`src/rtl/sram_sqi_arbiter_pkg.sv`:
```
// Shared definitions for the SQI SRAM arbiter: commands, FSM states, phase lengths.
// Latency: n/a (constants, types and one helper function only).
// Backpressure: n/a.
package sram_sqi_arbiter_pkg;

  localparam logic [7:0] SQI_EQIO_CMD  = 8'h38;
  localparam logic [7:0] SQI_WRITE_CMD = 8'h02;
  localparam logic [7:0] SQI_READ_CMD  = 8'h03;

  localparam int unsigned INIT_BITS     = 8;
  localparam int unsigned CMD_NIBBLES   = 2;
  localparam int unsigned ADDR_NIBBLES  = 6;
  localparam int unsigned DUMMY_NIBBLES = 2;
  localparam int unsigned DATA_NIBBLES  = 2;
  localparam int unsigned GAP_CLKS      = 2;

  typedef enum logic [2:0] {
    S_INIT  = 3'd0,
    S_IDLE  = 3'd1,
    S_CMD   = 3'd2,
    S_ADDR  = 3'd3,
    S_DUMMY = 3'd4,
    S_DATA  = 3'd5,
    S_GAP   = 3'd6
  } state_t;

  // Final phase-counter value of each state; every nibble takes two clocks.
  // INIT: one idle clock after reset, 16 shift clocks, then the CS-high gap.
  function automatic logic [4:0] state_last_cnt(input state_t s);
    case (s)
      S_INIT:  return 5'(2 * INIT_BITS + GAP_CLKS);
      S_CMD:   return 5'(2 * CMD_NIBBLES - 1);
      S_ADDR:  return 5'(2 * ADDR_NIBBLES - 1);
      S_DUMMY: return 5'(2 * DUMMY_NIBBLES - 1);
      S_DATA:  return 5'(2 * DATA_NIBBLES - 1);
      S_GAP:   return 5'(GAP_CLKS - 1);
      default: return 5'd0;
    endcase
  endfunction

endpackage

```
`src/rtl/sram_sqi_arbiter_rr_arbiter2.sv`:
```
// Two-way round-robin arbiter; the port granted last loses the next tie.
// Latency: combinational grant, pointer updates on the edge where adv_i accepts a grant.
// Backpressure: grant is held off externally by keeping adv_i low.
// Ports: clk_i/rst_i (sync, active high), req_i[1:0], adv_i, gnt_o[1:0] one-hot.
module rr_arbiter2 (
  input  logic       clk_i,
  input  logic       rst_i,
  input  logic [1:0] req_i,
  input  logic       adv_i,
  output logic [1:0] gnt_o
);

  // 1 = port 1 was granted last; reset value gives port 0 first priority.
  logic last_q;

  always_comb begin
    gnt_o = req_i;
    if (req_i == 2'b11) gnt_o = last_q ? 2'b01 : 2'b10;
  end

  always_ff @(posedge clk_i) begin
    if (rst_i)                    last_q <= 1'b1;
    else if (adv_i && |req_i)     last_q <= gnt_o[1];
  end

endmodule

```
`src/rtl/sram_sqi_arbiter.sv`:
```
// Shares two SQI SRAMs between two byte requesters; runs EQIO init then single-byte transactions.
// Latency: write 20 CS-low clocks, read 24, rvalid 24 clocks after gnt, 2-clock gap before IDLE.
// Backpressure: requesters hold req until a gnt pulse; requests wait while busy or not ready.
// Ports: p0_*/p1_* request/grant/read-return, ready, sram_clock, sram0_cs/sram1_cs (active low),
//        sio_o/sio_oe shared SIO drive, sram0_sio_i/sram1_sio_i per-chip SIO inputs.
module sram_sqi_arbiter
  import sram_sqi_arbiter_pkg::*;
#(
  parameter int          ADDR_WIDTH = 18,
  parameter logic [7:0]  EQIO_CMD   = SQI_EQIO_CMD,
  parameter logic [7:0]  WRITE_CMD  = SQI_WRITE_CMD,
  parameter logic [7:0]  READ_CMD   = SQI_READ_CMD
) (
  input  logic                  clock,
  input  logic                  reset,
  input  logic                  p0_req,
  input  logic                  p0_we,
  input  logic [ADDR_WIDTH-1:0] p0_addr,
  input  logic [7:0]            p0_wdata,
  output logic                  p0_gnt,
  output logic [7:0]            p0_rdata,
  output logic                  p0_rvalid,
  input  logic                  p1_req,
  input  logic                  p1_we,
  input  logic [ADDR_WIDTH-1:0] p1_addr,
  input  logic [7:0]            p1_wdata,
  output logic                  p1_gnt,
  output logic [7:0]            p1_rdata,
  output logic                  p1_rvalid,
  output logic                  ready,
  output logic                  sram_clock,
  output logic                  sram0_cs,
  output logic                  sram1_cs,
  output logic [3:0]            sio_o,
  output logic                  sio_oe,
  input  logic [3:0]            sram0_sio_i,
  input  logic [3:0]            sram1_sio_i
);

  state_t                  state_q, state_d;
  logic [4:0]              cnt_q, cnt_d;
  logic                    we_q, sel_q, port_q;
  logic [ADDR_WIDTH-2:0]   addr_q;
  logic [7:0]              wdata_q;
  logic [3:0]              rhi_q;
  logic [7:0]              rdata0_q, rdata1_q;
  logic                    gnt0_q, gnt1_q, rv0_q, rv1_q;

  logic [1:0]              req, win;
  logic                    arb_adv;
  logic [3:0]              sio_in;
  logic [23:0]             addr24;
  logic [7:0]              cmd;
  logic [2:0]              nib_idx;
  logic [4:0]              init_off;
  logic [2:0]              init_idx;

  assign req     = {p1_req, p0_req};
  assign arb_adv = (state_q == S_IDLE) && (|req);
  assign sio_in  = sel_q ? sram1_sio_i : sram0_sio_i;
  assign addr24  = {{(25 - ADDR_WIDTH){1'b0}}, addr_q};
  assign cmd     = we_q ? WRITE_CMD : READ_CMD;
  assign nib_idx = cnt_q[3:1];

  rr_arbiter2 u_arb (
    .clk_i (clock),
    .rst_i (reset),
    .req_i (req),
    .adv_i (arb_adv),
    .gnt_o (win)
  );

  // Next state: every state except IDLE runs a fixed number of clocks.
  always_comb begin
    state_d = state_q;
    cnt_d   = cnt_q + 5'd1;
    if (state_q == S_IDLE) begin
      cnt_d = 5'd0;
      if (|req) state_d = S_CMD;
    end else if (cnt_q == state_last_cnt(state_q)) begin
      cnt_d = 5'd0;
      case (state_q)
        S_INIT:  state_d = S_IDLE;
        S_CMD:   state_d = S_ADDR;
        S_ADDR:  state_d = we_q ? S_DATA : S_DUMMY;
        S_DUMMY: state_d = S_DATA;
        S_DATA:  state_d = S_GAP;
        S_GAP:   state_d = S_IDLE;
        default: state_d = S_INIT;
      endcase
    end
  end

  // Pin decode; sram_clock is the low bit of the phase counter (LO then HI).
  always_comb begin
    sram_clock = 1'b0;
    sram0_cs   = 1'b1;
    sram1_cs   = 1'b1;
    sio_o      = 4'h0;
    sio_oe     = 1'b0;
    init_off   = cnt_q - 5'd1;
    init_idx   = init_off[3:1];
    case (state_q)
      S_INIT: begin
        // Count 0 is a quiet clock so pins are idle straight out of reset.
        if (cnt_q >= 5'd1 && cnt_q <= 5'(2 * INIT_BITS)) begin
          sram0_cs   = 1'b0;
          sram1_cs   = 1'b0;
          sio_oe     = 1'b1;
          sram_clock = init_off[0];
          sio_o[0]   = EQIO_CMD[3'd7 - init_idx];
        end
      end
      S_CMD, S_ADDR, S_DUMMY, S_DATA: begin
        sram0_cs   = sel_q;
        sram1_cs   = ~sel_q;
        sram_clock = cnt_q[0];
        if (state_q == S_CMD) begin
          sio_oe = 1'b1;
          sio_o  = (nib_idx == 3'd0) ? cmd[7:4] : cmd[3:0];
        end else if (state_q == S_ADDR) begin
          sio_oe = 1'b1;
          case (nib_idx)
            3'd0:    sio_o = addr24[23:20];
            3'd1:    sio_o = addr24[19:16];
            3'd2:    sio_o = addr24[15:12];
            3'd3:    sio_o = addr24[11:8];
            3'd4:    sio_o = addr24[7:4];
            default: sio_o = addr24[3:0];
          endcase
        end else if (state_q == S_DATA && we_q) begin
          sio_oe = 1'b1;
          sio_o  = (nib_idx == 3'd0) ? wdata_q[7:4] : wdata_q[3:0];
        end
      end
      default: ;
    endcase
  end

  always_ff @(posedge clock) begin
    if (reset) begin
      state_q  <= S_INIT;
      cnt_q    <= 5'd0;
      we_q     <= 1'b0;
      sel_q    <= 1'b0;
      port_q   <= 1'b0;
      addr_q   <= '0;
      wdata_q  <= 8'h00;
      rhi_q    <= 4'h0;
      rdata0_q <= 8'h00;
      rdata1_q <= 8'h00;
      gnt0_q   <= 1'b0;
      gnt1_q   <= 1'b0;
      rv0_q    <= 1'b0;
      rv1_q    <= 1'b0;
    end else begin
      state_q <= state_d;
      cnt_q   <= cnt_d;
      gnt0_q  <= arb_adv & win[0];
      gnt1_q  <= arb_adv & win[1];
      rv0_q   <= 1'b0;
      rv1_q   <= 1'b0;
      if (arb_adv) begin
        we_q    <= win[1] ? p1_we    : p0_we;
        wdata_q <= win[1] ? p1_wdata : p0_wdata;
        addr_q  <= win[1] ? p1_addr[ADDR_WIDTH-2:0] : p0_addr[ADDR_WIDTH-2:0];
        sel_q   <= win[1] ? p1_addr[ADDR_WIDTH-1]   : p0_addr[ADDR_WIDTH-1];
        port_q  <= win[1];
      end
      // Read nibbles are taken on the edge that closes each HI phase.
      if (state_q == S_DATA && !we_q && cnt_q[0]) begin
        if (!cnt_q[1]) begin
          rhi_q <= sio_in;
        end else if (port_q) begin
          rdata1_q <= {rhi_q, sio_in};
          rv1_q    <= 1'b1;
        end else begin
          rdata0_q <= {rhi_q, sio_in};
          rv0_q    <= 1'b1;
        end
      end
    end
  end

  assign ready     = (state_q == S_IDLE);
  assign p0_gnt    = gnt0_q;
  assign p1_gnt    = gnt1_q;
  assign p0_rvalid = rv0_q;
  assign p1_rvalid = rv1_q;
  assign p0_rdata  = rdata0_q;
  assign p1_rdata  = rdata1_q;

endmodule

```
`config.mk`:
```
export PLATFORM = sky130hd
export DESIGN_NAME = sram_sqi_arbiter
export DESIGN_NICKNAME = d
export VERILOG_FILES = /design/src/rtl/sram_sqi_arbiter_pkg.sv /design/src/rtl/sram_sqi_arbiter_rr_arbiter2.sv /design/src/rtl/sram_sqi_arbiter.sv
export SDC_FILE = /design/constraint.sdc
export NUM_CORES = 1
export LEC_CHECK = 0
export CORE_MARGIN = 2
export CORE_UTILIZATION = 57
export DETAILED_ROUTE_END_ITERATION = 6
export DONT_BUFFER_PORTS = 1
export GPL_TIMING_DRIVEN = 0
export PLACE_DENSITY = 0.75
export RECOVER_POWER = 50
export SLEW_MARGIN = 10
export SYNTH_ARGS = -nofsm -noshare
export SYNTH_HDL_FRONTEND = slang
export SYNTH_SLANG_ARGS = --single-unit
```
`constraint.sdc`:
```
create_clock -name clock -period 1.92 [get_ports clock]
set_clock_uncertainty 0.05 [all_clocks]
set_input_delay 0.384 -clock clock [delete_from_list [all_inputs] [get_ports clock]]
set_output_delay 0.384 -clock clock [all_outputs]
set_load 0.005 [all_outputs]
```
[After elaboration in Yosys (flattened, before gate mapping)]
Memory sizes are Yosys's and may differ from the RTL's.
Index checks and enable logic that the tools add are counted.
Word-level totals
  bits in registers: 61
  bits in latches: 0
  RAM bits: 0
  bits in read-only memories: 8
  output and inout bits: 29
  logic and storage cells: 98
  memories: 1
Cells by class
  $add $sub $neg: 3
  $mul: 0
  div/mod/pow operators: 0
  magnitude comparators: 3
  equality and inequality tests: 13
  shift operators: 0
  multiplexer cells: 37
  bitwise logic cells: 6
  reduce and logical (&&, ||, !) cells: 20
Memories
  (name not given): depth 8, width 1, rd ports 1, clocked after memory_dff 0, write ports 0, line sram_sqi_arbiter.sv:111  | sio_o[0] = EQIO_CMD[3'd7 - init_idx];
Operators by type and width (count)
  4-bit two-way mux: 5
  4-bit one-hot mux with 5 select lines: 1
  5-bit one-hot mux with 4 select lines: 1
  17-bit two-way mux: 1
  3-bit one-hot mux with 5 select lines: 1
  1-bit two-way mux: 14
  3-bit by 2-bit == test with 1-bit output, second input constant: 4
  3-bit == test, second input constant: 4
  3-bit two-way mux: 4
  1-bit one-hot mux with 2 select lines: 5
  3-bit OR reduction: 3
  8-bit two-way mux: 1
  3-bit by 1-bit == test with 1-bit output, second input constant: 2
  1-bit logical AND: 6
  3-bit logical NOT: 2
  2-bit two-way mux: 3
  3-bit AND reduction: 2
  5-bit by 1-bit adder with 5-bit output, second input constant: 1
  5-bit == test: 1
  5-bit by 1-bit >= comparator with 1-bit output, second input constant: 1
  5-bit less-or-equal comparator, second input constant: 1
  5-bit two-way mux: 1
  3-bit by 4-bit less-than comparator with 1-bit output, second input constant: 1
  1-bit inverter: 4
  other kinds (10): 13

[Depth between registers and ports, before layout]
  word-level depth: 7
  gate-level depth with buffers: 8

[Cells and area by module]
Synthesis repeated with hierarchy kept, for this count alone.
Second synthesis, totals
  cell total of the unflattened synthesis: 344
  area total of the unflattened synthesis: 3198.1 µm²
Modules (own cells, without submodules)
  sram_sqi_arbiter: instances 1, cells each 337, area an instance 3136.8 µm², sequential area each 1201.2 µm²
  rr_arbiter2: instances 1, cells each 7, area an instance 61.3 µm², sequential area each 20.0 µm²

[Worst setup path after synthesis]
OpenSTA, ideal clock, no wires.
  path type: flip-flop to output port
  from: register cnt_q[0]
  to: output port sio_o[0]
  arrival time: 1.660 ns
  path slack: -0.174 ns
  stages on the path, launching flop included: 9
  buffers on the path: 1
  cells stage by stage: dfxtp_1 > buf_2 > inv_1 > ha_1 > nor2b_1 > o2bb2ai_1 > a22o_1 > o21ai_0 > o21ai_0
On the way
  longest elaborated chain between the ends: 6
  elaborated cells between the ends (all ways): 9
RTL lines
  from (decl): line sram_sqi_arbiter.sv:41  | logic [4:0] cnt_q, cnt_d;
  from (signal assigned): line sram_sqi_arbiter.sv:158  | cnt_q <= cnt_d;
  4-bit by 1-bit subtractor with 4-bit output: line sram_sqi_arbiter.sv:101  | init_off = cnt_q - 5'd1;
  3-bit subtractor: line sram_sqi_arbiter.sv:111
  memory read 8 x 1 bit
  1-bit two-way mux (not written as such): line sram_sqi_arbiter.sv:111
  1-bit two-way mux *: line sram_sqi_arbiter.sv:106  | if (cnt_q >= 5'd1 && cnt_q <= 5'(2 * INIT_BITS)) begin
  1-bit one-hot mux with 2 select lines *: line sram_sqi_arbiter.sv:103  | case (state_q)
  to (decl): line sram_sqi_arbiter.sv:34  | output logic [3:0] sio_o,
Every way passes the cells marked *; elsewhere a longest branch is shown, timed or not. The select of a mux whose other input is x is not followed.

[Worst setup path after layout]
Same ends and word-level chain as after synthesis.

==> run metrics <==
Final ANT Viol Nets=0; Initial DRC Count=153; Fmax achieved=460 MHz; 1st-pass router iterations=4; non-filler cells, final=452; Syn. warnings=0; CTS sink count=61; most frequent cells in the layout=nor2_1 (67), dfxtp_1 (55), mux2i_1 (42), a211oi_1 (35), clkbuf_1 (13); Hold Vio Cnt, Final=0; Worst Path Max Fanout=3; clock share of power=0.372; CTS H-Tree Depth=3; DRC violations left=0; FP Rows=26; Worst Path Required=1.49 ns; max_slew headroom=0.521; Hold Buf Count CTS=0; ys async rst share=0; failing checks=negative setup slack; Synth Instances=351; Ports=95; most common cell after layout, fill and taps aside=nor2_1; post-route minimum period=2.17 ns; Max Slew Vio Count=0; RSZ-0062 raised after global routing=true; Max IR drop VDD=543 µV; Synth Flop Type=dfxtp_1; vias in the first global route=2693; maxcap violations=0; post-synthesis sequential area ratio=0.395; CTS tree=yes; delay-heaviest family, CP=compound AO/OA/AOI/OAI gates; WL/cell=18.7 µm; via count=2767; final setup fails=17; HP Class=in -> reg; synthesized area=0.00309 mm²; Reg power frac=0.474; P_sw=0.734 mW; worst-skew pair later-pin latency=0.34 ns; Post-synth EDFFs=0; Worst-path clk slew=0.07 ns; vias per cell=6.12; combinational share of power=0.154; area growth from synthesis to layout=25.5%; DIE AREA=0.00602 mm²; Detailed Route WL=8460 µm; CP cell instances=buf_8, inv_8, ha_4, nor2b_4, o2bb2ai_1, a22o_1, o21ai_2, o21ai_2; Initial Util=0.597; hpwl dp=5550 µm; Internal=1.98 mW; GR Overflow Total=0; worst slew pin tran=0.719 ns; routability congestion estimate=0.891; final setup margin=-0.253 ns; sw frac=0.271; Yosys cell types=51; clock buffer count from CTS=9; clock root cell=clkbuf_8; FF+latch count, synth=61; Max stage delay on crit path=0.36 ns; leak pwr=1.40 nW; Die Wd=77.6 µm; Final nets=447; Power Density=699 mW/mm²; Buf+Inv Stages, Crit Path=2; global-route wire length before repair=13000 µm; fraction of layout cells with a size suffix above 1=0.267; period utilization=1.13; Antenna diodes=0; Synth Net Count=421; Max clock buf depth=2; Crit Path Class=reg -> out; Top cell by count, worst path=o21ai_2; pin count of the biggest net entering global routing=11; die height=77.6 µm; initial antenna violation count=0; gr usage total=0.280; CP startpoint kind=flip-flop; Worst Path Arrival=1.74 ns; status=complete, but fails checks; Syn Area/Cell=8.80 µm²; Hold Slack=0.133 ns; Core Region=0.00517 mm²; CP Capture Type=output pin; number of port buffers=0; final core utilization=0.749; Placed Cells incl. Taps=421; slowest CP cell=dfxtp_4
-- registers in the layout, summed over array words and instances, names as in the netlist --
signal	cells
p1_gnt	1
wdata_q	8
p0_gnt	1
p0_rvalid	1
cnt_q	5
p1_rdata	8
rhi_q	4
p1_rvalid	1
u_arb.last_q	1
addr_q	17
state_q	3
sel_q	1
port_q	1
we_q	1
p0_rdata	8
-- stage by stage --
step | total power [mW] | setup TNS, ns | setup WS [ns] | area, µm²
floorplan | 1.51 | -0.00724 | -0.00724 | 3110
global placement | 1.56 | -3.78 | -0.361 | 3200
detailed placement | 1.56 | -4.13 | -0.359 | 3200
CTS | 2.67 | -2.69 | -0.260 | 3650
global route | 2.80 | -4.38 | -0.333 | 3870
finish | 2.71 | -2.24 | -0.253 | 3870
-- repair_timing --
| item | in CTS | in global routing |
|---|---|---|
| gates resized for setup | 56 | 50 |
| pin swaps | 18 | 15 |
| gates cloned | 0 | 0 |
| setup endpoints to repair | 37 | 50 |
| buffers inserted | 14 | 4 |
-- per-layer routing --
layer | vias up | wire length, µm | GRT usage
li1 | 1327 | - | -
met3 | 22 | 542 | 0.0860
met2 | 118 | 4150 | 0.442
met5 | - | 0 | 0
met1 | 1300 | 3480 | 0.344
met4 | 0 | 288 | 0.145
-- layout make-up --
type,instances,area (µm²)
inverters,7,45.0
well taps,70,87.6
repair buffers,18,169
fillers,393,1300
multi-input cells,253,2000
clock buffers,13,149
flip-flops and latches,61,1240
clock inverters,3,21.3
plain buffers,27,161
-- worst register-to-register path, delay by kind of cell, from the launching register on --
| family | cells | cell delay (ns) |
|---|---|---|
| AO/OA/AOI/OAI | 4 | 0.92 |
| AND/OR/NAND/NOR | 1 | 0.36 |
| buffers and inverters | 2 | 0.27 |
| flip-flops | 1 | 0.37 |
-- path summary, 6_finish.rpt --
| check | cells past startpoint | end | startpoint | slack (ns) |
|---|---|---|---|---|
| setup reg to reg | 7 | state_q[1] | cnt_q[1] | -0.15 |
| hold / removal | 2 | u_arb.last_q | reset | 0.13 |
| hold reg to reg | 2 | addr_q[16] | addr_q[16] | 0.46 |
| setup / recovery | 8 | sio_o[0] | cnt_q[0] | -0.25 |
-- cells in the mapped netlist, types with 3 or more instances --
| cell type | count | area, µm² |
|---|---|---|
| ha_1 | 4 | 50.1 |
| nor2_1 | 69 | 259 |
| nand2_1 | 7 | 26.3 |
| mux2i_1 | 46 | 460 |
| o22ai_1 | 7 | 43.8 |
| buf_1 | 4 | 15.0 |
| nand3_1 | 5 | 25.0 |
| a211oi_1 | 36 | 270 |
| a21oi_1 | 12 | 60.1 |
| nor4_1 | 4 | 25.0 |
| clkbuf_1 | 13 | 48.8 |
| nor3_1 | 3 | 15.0 |
| dfxtp_1 | 61 | 1220 |
| xnor2_1 | 3 | 26.3 |
| and3_1 | 5 | 31.3 |
| buf_2 | 11 | 55.1 |
| o21ai_0 | 10 | 50.1 |
| inv_1 | 6 | 22.5 |
| mux2_2 | 3 | 33.8 |
| nor2b_1 | 4 | 25.0 |
-- logic make-up after synthesis --
| family | Yosys count | synth area share |
|---|---|---|
| fa+ha+maj | 4 | 0.0162 |
| xor+xnor | 4 | 0.0113 |
| simple gates | 111 | 0.173 |
| buf+inv | 37 | 0.0531 |
| compound gates | 85 | 0.191 |
| flops | 61 | 0.395 |
| mux | 49 | 0.160 |
-- power by group through the flow --
stage	combinational [mW]	sequential, mW	clock, mW
6_report	0.417	1.28	1.01
5_1_grt	0.443	1.28	1.07
4_1_cts	0.379	1.28	1.01
3_5_place_dp	0.258	1.30	0
3_3_place_gp	0.253	1.30	0
2_1_floorplan	0.203	1.30	0
Note: power is estimated with default switching activity, not from simulation.
